## src/rtl/seg7_pkg.sv

```systemverilog
// Shared 7-segment codes and patterns for the lock display path.
// Patterns are active-high, bit order {g,f,e,d,c,b,a}.
package seg7_pkg;

  localparam logic [4:0] CODE_0     = 5'd0;
  localparam logic [4:0] CODE_1     = 5'd1;
  localparam logic [4:0] CODE_2     = 5'd2;
  localparam logic [4:0] CODE_3     = 5'd3;
  localparam logic [4:0] CODE_4     = 5'd4;
  localparam logic [4:0] CODE_5     = 5'd5;
  localparam logic [4:0] CODE_6     = 5'd6;
  localparam logic [4:0] CODE_7     = 5'd7;
  localparam logic [4:0] CODE_8     = 5'd8;
  localparam logic [4:0] CODE_9     = 5'd9;
  localparam logic [4:0] CODE_A     = 5'd10;
  localparam logic [4:0] CODE_B     = 5'd11;
  localparam logic [4:0] CODE_C     = 5'd12;
  localparam logic [4:0] CODE_D     = 5'd13;
  localparam logic [4:0] CODE_E     = 5'd14;
  localparam logic [4:0] CODE_F     = 5'd15;
  localparam logic [4:0] CODE_BLANK = 5'd16;
  localparam logic [4:0] CODE_DASH  = 5'd17;
  localparam logic [4:0] CODE_L     = 5'd18;
  localparam logic [4:0] CODE_LO_O  = 5'd19;
  localparam logic [4:0] CODE_P     = 5'd20;
  localparam logic [4:0] CODE_LO_N  = 5'd21;
  localparam logic [4:0] CODE_LO_R  = 5'd22;
  localparam logic [4:0] CODE_H     = 5'd23;
  localparam logic [4:0] CODE_U     = 5'd24;
  localparam logic [4:0] CODE_LO_T  = 5'd25;
  localparam logic [4:0] CODE_LO_Y  = 5'd26;
  localparam logic [4:0] CODE_J     = 5'd27;
  localparam logic [4:0] CODE_UNDER = 5'd28;
  localparam logic [4:0] CODE_OVER  = 5'd29;
  localparam logic [4:0] CODE_DEG   = 5'd30;
  localparam logic [4:0] CODE_LAMP  = 5'd31;

  localparam logic [6:0] SEG_0     = 7'h3F;
  localparam logic [6:0] SEG_1     = 7'h06;
  localparam logic [6:0] SEG_2     = 7'h5B;
  localparam logic [6:0] SEG_3     = 7'h4F;
  localparam logic [6:0] SEG_4     = 7'h66;
  localparam logic [6:0] SEG_5     = 7'h6D;
  localparam logic [6:0] SEG_6     = 7'h7D;
  localparam logic [6:0] SEG_7     = 7'h07;
  localparam logic [6:0] SEG_8     = 7'h7F;
  localparam logic [6:0] SEG_9     = 7'h6F;
  localparam logic [6:0] SEG_A     = 7'h77;
  localparam logic [6:0] SEG_B     = 7'h7C;
  localparam logic [6:0] SEG_C     = 7'h39;
  localparam logic [6:0] SEG_D     = 7'h5E;
  localparam logic [6:0] SEG_E     = 7'h79;
  localparam logic [6:0] SEG_F     = 7'h71;
  localparam logic [6:0] SEG_BLANK = 7'h00;
  localparam logic [6:0] SEG_DASH  = 7'h40;
  localparam logic [6:0] SEG_L     = 7'h38;
  localparam logic [6:0] SEG_LO_O  = 7'h5C;
  localparam logic [6:0] SEG_P     = 7'h73;
  localparam logic [6:0] SEG_LO_N  = 7'h54;
  localparam logic [6:0] SEG_LO_R  = 7'h50;
  localparam logic [6:0] SEG_H     = 7'h76;
  localparam logic [6:0] SEG_U     = 7'h3E;
  localparam logic [6:0] SEG_LO_T  = 7'h78;
  localparam logic [6:0] SEG_LO_Y  = 7'h6E;
  localparam logic [6:0] SEG_J     = 7'h1E;
  localparam logic [6:0] SEG_UNDER = 7'h08;
  localparam logic [6:0] SEG_OVER  = 7'h01;
  localparam logic [6:0] SEG_DEG   = 7'h63;
  localparam logic [6:0] SEG_LAMP  = 7'h7F;

endpackage

```

## src/rtl/binary_to_segment.sv

```systemverilog
// Registered 5-bit code to 7-segment decoder, one cycle latency.
// Board polarity is applied once at the output register.
module binary_to_segment
  import seg7_pkg::*;
#(
  parameter bit ACTIVE_LOW = 1'b1
) (
  input  logic       clk,
  input  logic       reset,
  input  logic [4:0] seven_in,
  output logic [6:0] seven_out
);

  localparam logic [6:0] SEG_OFF =
    ACTIVE_LOW ? 7'h7F : 7'h00;

  logic [6:0] seg_d;
  logic [6:0] seg_pol_d;
  logic [6:0] seven_q;

  // Active-high glyph lookup over every code.
  always_comb begin
    seg_d = SEG_BLANK;
    unique case (seven_in)
      CODE_0:     seg_d = SEG_0;
      CODE_1:     seg_d = SEG_1;
      CODE_2:     seg_d = SEG_2;
      CODE_3:     seg_d = SEG_3;
      CODE_4:     seg_d = SEG_4;
      CODE_5:     seg_d = SEG_5;
      CODE_6:     seg_d = SEG_6;
      CODE_7:     seg_d = SEG_7;
      CODE_8:     seg_d = SEG_8;
      CODE_9:     seg_d = SEG_9;
      CODE_A:     seg_d = SEG_A;
      CODE_B:     seg_d = SEG_B;
      CODE_C:     seg_d = SEG_C;
      CODE_D:     seg_d = SEG_D;
      CODE_E:     seg_d = SEG_E;
      CODE_F:     seg_d = SEG_F;
      CODE_BLANK: seg_d = SEG_BLANK;
      CODE_DASH:  seg_d = SEG_DASH;
      CODE_L:     seg_d = SEG_L;
      CODE_LO_O:  seg_d = SEG_LO_O;
      CODE_P:     seg_d = SEG_P;
      CODE_LO_N:  seg_d = SEG_LO_N;
      CODE_LO_R:  seg_d = SEG_LO_R;
      CODE_H:     seg_d = SEG_H;
      CODE_U:     seg_d = SEG_U;
      CODE_LO_T:  seg_d = SEG_LO_T;
      CODE_LO_Y:  seg_d = SEG_LO_Y;
      CODE_J:     seg_d = SEG_J;
      CODE_UNDER: seg_d = SEG_UNDER;
      CODE_OVER:  seg_d = SEG_OVER;
      CODE_DEG:   seg_d = SEG_DEG;
      CODE_LAMP:  seg_d = SEG_LAMP;
      default:    seg_d = SEG_BLANK;
    endcase
  end

  // Board polarity: lit segment drives 0 on common anode.
  always_comb begin
    seg_pol_d = ACTIVE_LOW ? ~seg_d : seg_d;
  end

  // Output register; reset blanks the digit.
  always_ff @(posedge clk) begin
    if (reset) seven_q <= SEG_OFF;
    else       seven_q <= seg_pol_d;
  end

  assign seven_out = seven_q;

endmodule

```

## config.mk

```make
export PLATFORM = sky130hd
export DESIGN_NAME = binary_to_segment
export DESIGN_NICKNAME = d
export VERILOG_FILES = /design/src/rtl/seg7_pkg.sv /design/src/rtl/binary_to_segment.sv
export SDC_FILE = /design/constraint.sdc
export NUM_CORES = 1
export LEC_CHECK = 0
export BUFFER_PORTS_ARGS = -buffer_cell sky130_fd_sc_hd__buf_4
export CAP_MARGIN = 20
export CORE_UTILIZATION = 35
export DETAILED_ROUTE_END_ITERATION = 10
export MAX_ROUTING_LAYER = met4
export PLACE_DENSITY_LB_ADDON = 0.12
export SYNTH_ARGS = -nofsm -noshare
export SYNTH_HDL_FRONTEND = slang
export SYNTH_SLANG_ARGS = --single-unit
export TNS_END_PERCENT = 20
```

## constraint.sdc

```tcl
create_clock -name clk -period 1.8 [get_ports clk]
set_clock_uncertainty 0.05 [all_clocks]
set_input_delay 0.45 -clock clk [delete_from_list [all_inputs] [get_ports clk]]
set_output_delay 0.45 -clock clk [all_outputs]
set_load 0.02 [all_outputs]
```

; ---- Word-level counts from Yosys, hierarchy flattened
; Memory sizes are Yosys's and may differ from the RTL's.
; Index checks and enable logic that the tools add are counted.
[classes]
reduce_logical = 0
add_sub_neg = 0
n_mul = 0
div_mod_pow = 0
mux = 0
eq_ne = 0
shifts = 0
order_cmp = 0
n_bitwise = 1
[ops]
columns = operator, count
row1 = inverter 7 bit, 1
[totals]
latch_bits = 0
mem_count = 1
register_bits = 7
mem_bits_ro = 224
ram_bits = 0
[mem_list]
columns = name, depth, word_bits, rd, rd_ports_with_merged_regs, wr, line_no
row1 = (no name shown), 32, 7, 1, 0, 0, binary_to_segment.sv:24  ; unique case (seven_in)

; ---- Logic depth before layout (Yosys ltp)
; An unclocked memory read counts as a cell.
[depth]
ltp_word = 2
mapped_depth = 7
mapped_depth_nobuf = 6

; ---- Least setup slack after synthesis
; No wires, ideal clock.
[synth_path]
path_kind = input to register
from = input seven_in[1]
to = register seven_q[3] (netlist: seven_out[3])
arrival_time_ns = 1.572
path_stages = 6
slack_ns = 0.048
n_path_buf = 1
t_required_ns = 1.620
setup_ns = 0.130
path_cell_list = clkbuf_1 > inv_1 > ha_1 > o22ai_1 > a221oi_1 > o31ai_1
[synth_between]
elab_chain_cells = 2
[synth_lines]
columns = item, line_no
row1 = start: declaration, binary_to_segment.sv:10  ; input logic [4:0] seven_in,
row2 = memory (32 x 7 bit), -
row3 = inverter 7 bit, binary_to_segment.sv:63  ; seg_pol_d = ACTIVE_LOW ? ~seg_d : seg_d;
row4 = end signal: assignment, binary_to_segment.sv:69  ; else seven_q <= seg_pol_d;
row5 = end: declaration, binary_to_segment.sv:19  ; logic [6:0] seven_q;
; Every way passes these cells.
; A chain may end at the register's enable or synchronous reset.

; ---- Worst setup path after layout
; Same ends and word-level chain as after synthesis.

==> impl_metrics.xml <==
<?xml version="1.0" encoding="UTF-8"?>
<metrics>
  <group name="run_status">
    <metric name="outcome" unit="">completed</metric>
  </group>
  <group name="pwr">
    <metric name="switching_power" unit="mW">0.154</metric>
    <metric name="total_leakage_power" unit="nW">0.324</metric>
    <metric name="sequential_cell_fraction_of_total_power" unit="%">36.4</metric>
    <metric name="vdd_ir_drop_max" unit="uV">228</metric>
    <metric name="internal_power" unit="mW">0.320</metric>
    <metric name="switching_power_share_of_the_total" unit="%">32.4</metric>
    <metric name="p_clk_share" unit="%">30.4</metric>
    <metric name="pwr-share-comb" unit="%">33.2</metric>
    <metric name="powerDensity" unit="nW/um^2">643</metric>
  </group>
  <group name="sta">
    <metric name="timing.fmax" unit="MHz">686</metric>
    <metric name="final-setup-viol-count" unit="">0</metric>
    <metric name="relSlewSlack" unit="%">82.9</metric>
    <metric name="grt_setup_unrepaired" unit="">no</metric>
    <metric name="period_share" unit="%">81.0</metric>
    <metric name="max_slew.worst_pin.slew" unit="ps">256</metric>
    <metric name="fin_ws" unit="ps">343</metric>
    <metric name="timing_hold_violations_final" unit="">0</metric>
    <metric name="final.setup.tns" unit="ps">0</metric>
    <metric name="fin_hold_ws" unit="ps">423</metric>
    <metric name="final_slew_violations" unit="">0</metric>
    <metric name="fin_crit" unit="ps">1460</metric>
  </group>
  <group name="setup_path">
    <metric name="cp_max_fo" unit="">8</metric>
    <metric name="cpPeakStageDelay" unit="ps">360</metric>
    <metric name="timing.critical_path.cells" unit="">buf_4 -&gt; inv_1 -&gt; ha_1 -&gt; o22ai_1 -&gt; a221oi_1 -&gt; o31ai_1</metric>
    <metric name="worstSetupPathType" unit="">in2reg</metric>
    <metric name="critPathArrivalTime" unit="ps">1530</metric>
    <metric name="worst_setup_path_start_kind" unit="">input port</metric>
    <metric name="worstPathBufferInverterCount" unit="">2</metric>
    <metric name="cp_data_required_time" unit="ps">1870</metric>
    <metric name="critical_path.endpoint_type" unit="">register</metric>
    <metric name="timing.critical_path.slowest_stage_cell" unit="">sky130_fd_sc_hd__ha_1</metric>
    <metric name="path_delay_family" unit="">compound AO/OA/AOI/OAI gates</metric>
  </group>
  <group name="logic_synthesis">
    <metric name="postSynth.topFlopCell" unit="">sky130_fd_sc_hd__dfxtp_1</metric>
    <metric name="yosys_warnings" unit="">0</metric>
    <metric name="synth_cells" unit="">78</metric>
    <metric name="synth.cell_area" unit="um^2">619</metric>
    <metric name="synth_edf_count" unit="">0</metric>
    <metric name="syn_avg_cell_area" unit="um^2">7.94</metric>
    <metric name="post_synth_num_cell_types" unit="">33</metric>
    <metric name="postSynthRegisterBits" unit="">7</metric>
    <metric name="yosysSeqAreaShare" unit="%">22.6</metric>
    <metric name="synth_nets" unit="">92</metric>
    <metric name="synth_async_sr_flop_share" unit="%">0</metric>
  </group>
  <group name="hold_path">
    <metric name="worstHoldPathType" unit="">in2reg</metric>
  </group>
  <group name="layout">
    <metric name="largest_register_ff_count" unit="">7</metric>
    <metric name="layout.nets" unit="">105</metric>
    <metric name="fillerInstances" unit="">172</metric>
    <metric name="post_route_cells_drive_above_1_share" unit="%">23.3</metric>
    <metric name="flow.area_growth_from_synthesis" unit="%">19.0</metric>
    <metric name="diodes" unit="">0</metric>
    <metric name="postLayoutCellArea" unit="um^2">737</metric>
    <metric name="fin_cells" unit="">106</metric>
  </group>
  <group name="die">
    <metric name="fp.dieW" unit="um">44.1</metric>
    <metric name="std_cell_rows" unit="">14</metric>
    <metric name="placeableCoreArea" unit="um^2">1580</metric>
    <metric name="design.die.area" unit="um^2">1940</metric>
    <metric name="top_level_ports" unit="">14</metric>
    <metric name="chipHeight" unit="um">44.1</metric>
    <metric name="initial_core_util" unit="%">39.3</metric>
  </group>
  <group name="placement">
    <metric name="dp_cells" unit="">102</metric>
    <metric name="routabilityCongestion" unit="">0.859</metric>
    <metric name="portBuffers" unit="">13</metric>
    <metric name="placement.setup.worst_slack" unit="ps">98.6</metric>
    <metric name="dp_hpwl" unit="um">1010</metric>
    <metric name="dpl-instance-area" unit="um^2">711</metric>
  </group>
  <group name="cts">
    <metric name="hold_buffers" unit="">0</metric>
    <metric name="clk_transition_reported_paths" unit="ps">60</metric>
    <metric name="cts_h_tree_depth" unit="">1</metric>
    <metric name="cts_repair_resize_count" unit="">0</metric>
    <metric name="clockRootBuffer" unit="">sky130_fd_sc_hd__clkbuf_4</metric>
    <metric name="cts-root-to-sink-buffers" unit="">2</metric>
    <metric name="clock_sinks" unit="">7</metric>
    <metric name="cts-buffers-inserted" unit="">3</metric>
    <metric name="cts_tree" unit="">yes</metric>
    <metric name="postCtsSetupRepairBufs" unit="">0</metric>
  </group>
  <group name="routing">
    <metric name="final_antenna_violating_net_count" unit="">0</metric>
    <metric name="wirelength" unit="um">1400</metric>
    <metric name="drt_drc_violations_left" unit="">0</metric>
    <metric name="num_vias" unit="">606</metric>
    <metric name="drt-pass1-iter-count" unit="">7</metric>
    <metric name="routedWlPerCell" unit="um">13.2</metric>
    <metric name="drt_iter0_markers" unit="">22</metric>
    <metric name="post_drt_via_cell_ratio" unit="">5.72</metric>
  </group>
  <group name="global_routing">
    <metric name="antenna_found_initial" unit="">0</metric>
    <metric name="grt_first_pass_wirelength" unit="um">2180</metric>
    <metric name="grt_pass1_vias" unit="">478</metric>
    <metric name="largest_net_degree_at_the_start_of_global_routing" unit="">26</metric>
    <metric name="aggregate_global_route_resource_usage" unit="%">15.6</metric>
    <metric name="overflow" unit="">0</metric>
  </group>
  <group name="job">
    <metric name="timing.max_cap.violations" unit="">0</metric>
  </group>
</metrics>
==> cells in the mapped netlist, drive strengths merged, types with 2 or more instances <==
cell    n  share of area [%]
a21o    2                2.4
nand2   7                4.6
clkbuf  2                1.2
inv     6                3.6
dfxtp   7                 23
mux2i   2                3.2
o21ai   8                6.5
buf     5                5.5
nor2    4                2.4
nand2b  3                3.0
o211ai  4                4.8
ha      7                 14
o31ai   3                4.4
o221ai  2                2.8
a21oi   2                1.6
nor3    3                2.4
==> cells by family after synthesis <==
family	synth area share (%)
buffers and inverters	10.3
AND/OR/NAND/NOR	13.5
adder cells (fa/ha/maj)	14.1
multiplexers	3.23
AO/OA/AOI/OAI	36.2
flip-flops	22.6
==> cell type report <==
cell class                 count  area, um^2  share of cell area, %
tap                           16        20.0                   2.72
inverter                       6        22.5                   3.06
clock buffer                   4        26.3                   3.57
multi-input combinational     58         415                   56.4
timing repair buffer          15         113                   15.3
sequential                     7         140                   19.0
==> path summary, 6_finish.rpt <==
path	startpoint	to	cells past startpoint
setup / recovery	seven_in[1]	seven_out[3]$_SDFF_PP1_	6
hold / removal	reset	seven_out[6]$_SDFF_PP1_	2
==> stage by stage <==
stage               util, %  total power [mW]
finish                 46.7             0.474
global route           46.7             0.499
CTS                    46.7             0.476
detailed placement     45.1             0.331
global placement       45.1             0.332
floorplan                 -             0.281
==> per-layer routing <==
| layer | GRT usage (%) | vias up | share of wire (%) |
|---|---|---|---|
| li1 | - | 311 | - |
| met1 | 21.6 | 283 | 52 |
| met2 | 22.1 | 10 | 45 |
| met3 | 2.45 | 2 | 1.7 |
| met4 | 7.27 | 0 | 0.85 |
| met5 | - | - | 0 |
==> placed cells by master (no fill, tap or decap), types with 3 or more instances in the layout <==
master	instances
sky130_fd_sc_hd__buf_4	15
sky130_fd_sc_hd__ha_1	7
sky130_fd_sc_hd__clkbuf_4	3
sky130_fd_sc_hd__inv_1	5
sky130_fd_sc_hd__o21ai_0	5
sky130_fd_sc_hd__nor3_1	3
sky130_fd_sc_hd__nand2b_1	3
sky130_fd_sc_hd__o211ai_1	4
sky130_fd_sc_hd__nand2_1	6
sky130_fd_sc_hd__nor2_1	4
sky130_fd_sc_hd__o21ai_1	3
sky130_fd_sc_hd__dfxtp_1	7
==> power groups by stage <==
stage | logic, mW | clock network, mW | registers [mW]
global placement | 0.157 | 0 | 0.175
CTS | 0.156 | 0.148 | 0.172
finish | 0.157 | 0.144 | 0.172
global route | 0.171 | 0.155 | 0.173
floorplan | 0.0878 | 0 | 0.193
detailed placement | 0.156 | 0 | 0.176
Power figures use the tool's default switching activity.
